==> src/rtl/pipelined_register_file.sv <==
// Multi-port GPR file for the pipelined MIPS datapath: bypassed reads, two
// prioritised write ports, busy scoreboard and a register dump streamer.
module pipelined_register_file #(
    parameter int ADDR_WIDTH = 5,
    parameter int WIDTH      = 32,
    parameter int DEPTH      = 32,
    parameter int NUM_RD     = 2,
    parameter int ZERO_REG   = 1,
    parameter int BYPASS     = 1
) (
    input  logic                         CLK,
    input  logic                         RST,
    input  logic [NUM_RD*ADDR_WIDTH-1:0] RA,
    output logic [NUM_RD*WIDTH-1:0]      RD,
    output logic [NUM_RD-1:0]            SB_BUSY,
    input  logic                         WE0,
    input  logic [ADDR_WIDTH-1:0]        WA0,
    input  logic [WIDTH-1:0]             WD0,
    input  logic                         WE1,
    input  logic [ADDR_WIDTH-1:0]        WA1,
    input  logic [WIDTH-1:0]             WD1,
    input  logic                         SB_SET,
    input  logic [ADDR_WIDTH-1:0]        SB_ADDR,
    input  logic                         DUMP_REQ,
    output logic                         DUMP_VALID,
    input  logic                         DUMP_READY,
    output logic [ADDR_WIDTH-1:0]        DUMP_ADDR,
    output logic [WIDTH-1:0]             DUMP_DATA,
    output logic                         DUMP_LAST,
    output logic                         DUMP_ACTIVE,
    output logic                         DBG_STATE
);

    typedef enum logic {IDLE = 1'b0, STREAM = 1'b1} dump_state_e;

    localparam logic [ADDR_WIDTH-1:0] LAST_IDX = ADDR_WIDTH'(DEPTH - 1);

    function automatic logic in_range(input logic [ADDR_WIDTH-1:0] a);
        return 32'(a) < 32'(DEPTH);
    endfunction

    function automatic logic is_zero(input logic [ADDR_WIDTH-1:0] a);
        return (ZERO_REG != 0) && (a == '0);
    endfunction

    logic [WIDTH-1:0]      regs_q [DEPTH];
    logic [WIDTH-1:0]      regs_d [DEPTH];
    logic [DEPTH-1:0]      busy_q, busy_d;
    dump_state_e           state_q, state_d;
    logic [ADDR_WIDTH-1:0] ptr_q, ptr_d;
    logic                  wr0_ok, wr1_ok, sb_ok;

    assign wr0_ok = WE0 && in_range(WA0) && !is_zero(WA0);
    assign wr1_ok = WE1 && in_range(WA1) && !is_zero(WA1);
    assign sb_ok  = SB_SET && in_range(SB_ADDR) && !is_zero(SB_ADDR);

    // Port 1 is applied last so it wins a same-address collision.
    always_comb begin
        regs_d = regs_q;
        if (wr0_ok) regs_d[WA0] = WD0;
        if (wr1_ok) regs_d[WA1] = WD1;
    end

    // Clears first, then the set, so a set beats a same-cycle clear.
    always_comb begin
        busy_d = busy_q;
        if (wr0_ok) busy_d[WA0] = 1'b0;
        if (wr1_ok) busy_d[WA1] = 1'b0;
        if (sb_ok)  busy_d[SB_ADDR] = 1'b1;
    end

    always_ff @(posedge CLK or negedge RST) begin
        if (!RST) begin
            regs_q <= '{default: '0};
            busy_q <= '0;
        end else begin
            regs_q <= regs_d;
            busy_q <= busy_d;
        end
    end

    for (genvar k = 0; k < NUM_RD; k++) begin : g_rd
        logic [ADDR_WIDTH-1:0] ra;
        logic [WIDTH-1:0]      rd;
        assign ra = RA[k*ADDR_WIDTH +: ADDR_WIDTH];
        always_comb begin
            if (!in_range(ra) || is_zero(ra))             rd = '0;
            else if ((BYPASS != 0) && WE1 && (WA1 == ra)) rd = WD1;
            else if ((BYPASS != 0) && WE0 && (WA0 == ra)) rd = WD0;
            else                                          rd = regs_q[ra];
        end
        assign RD[k*WIDTH +: WIDTH] = rd;
        assign SB_BUSY[k]           = in_range(ra) ? busy_q[ra] : 1'b0;
    end

    always_ff @(posedge CLK or negedge RST) begin
        if (!RST) begin
            state_q <= IDLE;
            ptr_q   <= '0;
        end else begin
            state_q <= state_d;
            ptr_q   <= ptr_d;
        end
    end

    always_comb begin
        state_d = state_q;
        ptr_d   = ptr_q;
        case (state_q)
            IDLE: begin
                if (DUMP_REQ) begin
                    state_d = STREAM;
                    ptr_d   = '0;
                end
            end
            STREAM: begin
                if (DUMP_READY) begin
                    if (ptr_q == LAST_IDX) state_d = IDLE;
                    else                   ptr_d   = ptr_q + ADDR_WIDTH'(1);
                end
            end
            default: state_d = IDLE;
        endcase
    end

    // Dump data reads the stored array, so a write in the handshake cycle
    // transfers the old value and a write during a stall shows up next cycle.
    always_comb begin
        DUMP_VALID  = 1'b0;
        DUMP_ACTIVE = 1'b0;
        DUMP_LAST   = 1'b0;
        DUMP_ADDR   = ptr_q;
        DUMP_DATA   = '0;
        if (state_q == STREAM) begin
            DUMP_VALID  = 1'b1;
            DUMP_ACTIVE = 1'b1;
            DUMP_LAST   = (ptr_q == LAST_IDX);
            if (!is_zero(ptr_q)) DUMP_DATA = regs_q[ptr_q];
        end
    end

    assign DBG_STATE = state_q;

endmodule

==> config.mk <==
export PLATFORM = sky130hd
export DESIGN_NAME = pipelined_register_file
export DESIGN_NICKNAME = d
export VERILOG_FILES = /design/src/rtl/pipelined_register_file.sv
export SDC_FILE = /design/constraint.sdc
export NUM_CORES = 2
export LEC_CHECK = 0
export CORE_ASPECT_RATIO = 2
export CORE_UTILIZATION = 60
export CTS_BUF_LIST = sky130_fd_sc_hd__clkbuf_16
export CTS_CLUSTER_DIAMETER = 120
export DETAILED_ROUTE_END_ITERATION = 12
export GPL_TIMING_DRIVEN = 0
export PLACE_DENSITY = 0.78
export SLEW_MARGIN = 20
export SYNTH_ARGS = -nofsm -noshare
export SYNTH_HDL_FRONTEND = slang
export SYNTH_SLANG_ARGS = --single-unit
==> constraint.sdc <==
create_clock -name CLK -period 5.85 [get_ports CLK]
set_input_delay 0.585 -clock CLK [delete_from_list [all_inputs] [get_ports CLK]]
set_output_delay 0.585 -clock CLK [all_outputs]
set_load 0.02 [all_outputs]
==> impl_metrics.env, run 1 <==
export IMPL_grt_pass1_wl_um=777500
export IMPL_cts_buffer_depth=3
export IMPL_syn_inst=6940
export IMPL_cts_setup_buffers=0
export IMPL_cts_htree_levels=3
export IMPL_grt_max_degree=137
export IMPL_start_util_pct=60.53
export IMPL_globalplace_congestion=1.363
export IMPL_synth_area_um2=74570
export IMPL_haltStage="global routing (5_1_grt)"
export IMPL_ys_flop_type="dfrtp_1"
export IMPL_yosysWarnings=0
export IMPL_firstError="[ERROR GRT-0116] Global routing finished with congestion. Check the congestion regions in the DRC Viewer."
export IMPL_rows=182
export IMPL_ys_seq_elements=1062
export IMPL_grtUsageTotal_pct=86.69
export IMPL_root_buffer="clkbuf_16"
export IMPL_portBuffers=136
export IMPL_async_flop_share_pct=100.0
export IMPL_ys_seq_area_share_pct=35.64
export IMPL_dpl_instance_area_um2=78540
export IMPL_clock_sinks=1062
export IMPL_die_h_um=500.6
export IMPL_dp_hpwl_um=356600
export IMPL_numCtsBuffers=102
export IMPL_grt_overflow=2855
export IMPL_synth_nets=7039
export IMPL_synth_edff_count=0
export IMPL_grt_pass1_vias=86160
export IMPL_avgSynthCellArea_um2=10.75
export IMPL_status="stopped before the end"
export IMPL_synth_distinct_cells=58
export IMPL_io_pins=203
export IMPL_die_w_um=251.3
-- through the flow --
step,instances,hold slack [ns],TNS [ns],utilization [%],worst slack [ns]
global placement,8732,0.4706,-,63.32,-45.01
floorplan,6940,0.2894,0,-,2.699
CTS,8938,0.1979,0,66.51,0.01864
detailed placement,8751,0.4873,-0.06774,63.75,-0.06774
-- cell usage after synthesis (8+ instances only) --
cell type  number  area [um^2]
a2111oi_0      33        289.0
a211oi_1       31        232.7
a21oi_1       439         2197
a221o_1        63        630.6
a221oi_1       61        534.3
a22o_1         72        630.6
a2bb2oi_1      22        192.7
a31oi_1        50        312.8
a32o_1         14        140.1
a32oi_1        42        367.9
and3_1         10        62.56
buf_1          96        360.4
buf_2         177        885.9
buf_4          24        180.2
buf_6          12        135.1
clkbuf_1      619         2323
clkbuf_2        9        45.04
dfrtp_1      1062        26580
inv_1          41        153.9
mux2_2         66        743.2
mux2i_1      1128        11290
mux4_2        726        16350
nand2_1       694         2605
nand2b_1       11        68.82
nand3_1        43        215.2
nor2_1        539         2023
nor2b_1        11        68.82
nor3_1          8        40.04
nor4_1         66        412.9
o21ai_0       555         2778
o221ai_1       94        823.3
o22ai_1        33        206.5
xnor2_1        14        122.6
xor2_1          8        70.07
-- per-layer routing --
metal  GRT overflow  global-route usage [%]
met4            788                   89.16
met1             83                   84.41
met5             16                   43.21
met3            109                   72.89
met2           1859                   102.8
-- timing repair --
| action | CTS |
|---|---|
| hold endpoints to repair | 88 |
| gates resized for setup | 9 |
| hold buffers | 1 |
| setup endpoints to repair | 31 |
-- cells by family after synthesis --
logic type                 count (synthesis)  share of synthesized area, %
buffers and inverters                    979                         5.482
DFF                                     1062                         35.64
adders and majority gates                  3                       0.05034
AOI/OAI and AO/OA                       1519                         12.61
and+or+nand+nor                         1435                         7.898
xor gates and xnor gates                  22                        0.2584
muxes                                   1920                         38.06
==> run 2, diff against run 1 <==
==> config.mk (replaced) <==
export PLATFORM = sky130hd
export DESIGN_NAME = pipelined_register_file
export DESIGN_NICKNAME = d
export VERILOG_FILES = /design/src/rtl/pipelined_register_file.sv
export SDC_FILE = /design/constraint.sdc
export NUM_CORES = 2
export LEC_CHECK = 0
export CORE_UTILIZATION = 40
export DETAILED_ROUTE_END_ITERATION = 12
export GPL_TIMING_DRIVEN = 0
export PLACE_DENSITY_LB_ADDON = 0.15
export SLEW_MARGIN = 20
export SYNTH_ARGS = -nofsm -noshare
export SYNTH_HDL_FRONTEND = slang
export SYNTH_SLANG_ARGS = --single-unit
==> run 2 against run 1 <==
- the flow now finishes, with violations (negative setup slack)
- area after synthesis stayed put
- synthesized cell count stayed put
==> impl_metrics.env, run 2 <==
export IMPL_final_common_cell="mux2i_1"
export IMPL_power_total_mw=37.83
export IMPL_critical_path_class="register to output port"
export IMPL_rows=158
export IMPL_ys_seq_elements=1062
export IMPL_final_cells=9861
export IMPL_syn_inst=6940
export IMPL_period_minus_slack_ns=6.158
export IMPL_synth_nets=7039
export IMPL_clock_skew_ns=0.0009352
export IMPL_clock_sinks=1062
export IMPL_firstDrtPassIters=8
export IMPL_fin_crit_sh_pct=105.3
export IMPL_avgSynthCellArea_um2=10.75
export IMPL_hold_violations=0
export IMPL_grt_pass1_wl_um=633700
export IMPL_grt_overflow=0
export IMPL_slew_headroom_pct=5.093
export IMPL_cp_num_buf_inv=5
export IMPL_portBuffers=136
export IMPL_cts_buffer_depth=3
export IMPL_ys_flop_type="dfrtp_1"
export IMPL_path_common_cell="mux4_2"
export IMPL_io_pins=203
export IMPL_via_per_inst=7.115
export IMPL_syn_to_final_growth_pct=14.02
export IMPL_routed_wl_um=495100
export IMPL_synth_top_area_share_pct=35.64
export IMPL_crit_required_ns=5.27
export IMPL_num_vias=70160
export IMPL_die_w_um=433.8
export IMPL_cts_tree="done"
export IMPL_power_frac_comb_pct=44.8
export IMPL_fillers=17580
export IMPL_p_sw_mw=16.79
export IMPL_violations="negative setup slack"
export IMPL_drc_errors=0
export IMPL_p_int_mw=21.04
export IMPL_hold_ws_ns=0.1932
export IMPL_cp_arrival_ns=5.57
export IMPL_rsz0062_at_grt="no"
export IMPL_slowest_delay_ns=0.75
export IMPL_ys_seq_area_share_pct=35.64
export IMPL_sw_frac_of_total_pct=44.38
export IMPL_max_cap_viol_count=0
export IMPL_cts_clk_slew_worst_paths_ns=0.06
export IMPL_yosysWarnings=0
export IMPL_die_area_um2=188200
export IMPL_ant_nets=0
export IMPL_dpl_cell_count=9582
export IMPL_status="complete, but fails checks"
export IMPL_synth_common_cells="mux2i_1 (1128), dfrtp_1 (1062), mux4_2 (726)"
export IMPL_finalMaxSlewViolations=0
export IMPL_synthTopCellsByArea="dfrtp_1 (36%), mux4_2 (22%), mux2i_1 (15%)"
export IMPL_synth_area_um2=74570
export IMPL_worst_pin_slew_ns=1.424
export IMPL_seqPwrFrac_pct=30.6
export IMPL_drive_gt1_share_pct=19.21
export IMPL_grtUsageTotal_pct=51.76
export IMPL_cp_max_fo=10
export IMPL_root_buffer="clkbuf_16"
export IMPL_synth_edff_count=0
export IMPL_hold_path_class="input pin to register"
export IMPL_path_delay_family="buffers and inverters"
export IMPL_final_area_um2=85030
export IMPL_top_register="regs_q"
export IMPL_register_area_um2=26580
export IMPL_wl_per_cell_um=50.21
export IMPL_mostFrequentLayoutCells="mux2i_1 (1127), dfrtp_1 (1062), mux4_2 (726), nand2_1 (694), clkbuf_1 (585)"
export IMPL_numCtsBuffers=139
export IMPL_largest_reg_flops=1024
export IMPL_path_cells="buf_2, clkbuf_1, buf_4, mux4_2, mux4_2, inv_1, o21ai_0, clkdlybuf4s50_1"
export IMPL_synth_distinct_cells=58
export IMPL_final_nets=7350
export IMPL_dpl_instance_area_um2=79770
export IMPL_p_clk_share_pct=24.6
export IMPL_start_kind="register"
export IMPL_die_h_um=433.8
export IMPL_dp_hpwl_um=406700
export IMPL_coreArea_um2=185200
export IMPL_setup_viol=38
export IMPL_grt_pass1_vias=64660
export IMPL_peakVddDrop_v=0.0002855
export IMPL_grt_max_degree=135
export IMPL_start_util_pct=40.26
export IMPL_globalplace_congestion=1.140
export IMPL_first_iter_violations=11440
export IMPL_yosys_area_top_type="dfrtp_1"
export IMPL_cp_slowest_cell="clkbuf_1"
export IMPL_p_per_area_nw_per_um2=445.0
export IMPL_clock_latency_ns=0.84
export IMPL_p_leak_nw=34.55
export IMPL_cts_htree_levels=4
export IMPL_final_util_pct=45.90
export IMPL_async_flop_share_pct=100.0
export IMPL_antenna_found_initial=59
export IMPL_max_freq_ghz=0.1624
export IMPL_finalWorstSetupSlack_ns=-0.3083
export IMPL_yosysMostFrequentCell="mux2i_1"
export IMPL_worstSetupEndpointType="output port"
export IMPL_multiInputGateArea_um2=44240
-- run 2: cell counts after synthesis --
No cell type changed its count.
-- run 2: worst register-to-register path, stage by stage, from the launching register on --
cell      delay, ns
dfrtp_1        0.35
clkbuf_1       0.43
buf_2          0.26
buf_12         0.21
buf_1          1.04
and3_1         0.31
ha_1           0.17
nor2b_1        0.11
mux2_2         0.29
nand2_1        0.06
o21ai_0        0.10
-- run 2: per-stage QoR --
step                setup slack, ns  TNS [ns]
floorplan                     2.699         0
global placement             -49.10         -
detailed placement          -0.9117    -24.57
CTS                        -0.04856   -0.1834
global route                0.01396         0
finish                      -0.3083    -3.170
-- run 2: worst paths after layout --
check	cells past startpoint	end	slack [ns]	from
min reg2reg	1	busy_q[0]$_DFF_PN0_	0.49	busy_q[0]$_DFF_PN0_
max	8	DUMP_DATA[31]	-0.31	DUMP_ADDR[0]$_DFFE_PN0P_
max in group asynchronous	6	regs_q[25]$_DFF_PN0_	2.89	RST
max reg2reg	10	DUMP_ADDR[4]$_DFFE_PN0P_	2.42	DUMP_ADDR[3]$_DFFE_PN0P_
min	3	regs_q[698]$_DFF_PN0_	0.19	WD0[26]
min in group asynchronous	2	regs_q[787]$_DFF_PN0_	0.26	RST
-- run 2: layer usage --
metal / vias to the layer above / part of all wire [%] / GRT usage, %
met3: 1502 / 15 / 25.26
li1: 26800 / - / -
met2: 5796 / 40 / 71.13
met5: - / 0.082 / 0.8067
met4: 32 / 8.8 / 37.66
met1: 36030 / 36 / 62.32
-- run 2: repair_timing --
item / in CTS / in global routing
gates resized for setup: 104 / 16
setup endpoints to repair: 94 / 47
pin swaps: 2 / 0
setup buffers: 6 / 0
hold buffers: 1 / 0
hold endpoints to repair: 75 / 0
-- run 2: cell type report --
| type | count | share of cell area, % |
|---|---|---|
| sequential | 1062 | 31.26 |
| buffer | 936 | 4.796 |
| multi-input combinational | 4899 | 52.04 |
| tap | 2480 | 3.649 |
| antenna | 19 | 0.05592 |
| clock inverter | 47 | 0.7976 |
| timing repair buffer | 171 | 2.391 |
| inverter | 42 | 0.1869 |
| clock buffer | 205 | 4.833 |
-- run 2: power groups by stage --
stage                     clock (mW)  sequential [mW]  combinational, mW
after floorplan                    0             10.6               8.46
final                           9.30             11.6               17.0
after global placement             0             11.3               15.4
after global routing            9.50             11.7               16.8
after detailed placement           0             11.4               15.7
after CTS                       9.22             11.3               15.8
-- run 2: kinds of logic after synthesis --
kind of cell / after synthesis / synth area share (%)
XOR/XNOR: 22 / 0.2584
multiplexers: 1920 / 38.06
AND/OR/NAND/NOR: 1435 / 7.898
buffers and inverters: 979 / 5.482
flip-flops: 1062 / 35.64
adder cells (fa/ha/maj): 3 / 0.05034
AO/OA/AOI/OAI: 1519 / 12.61
Note: power is estimated with default switching activity, not from simulation.
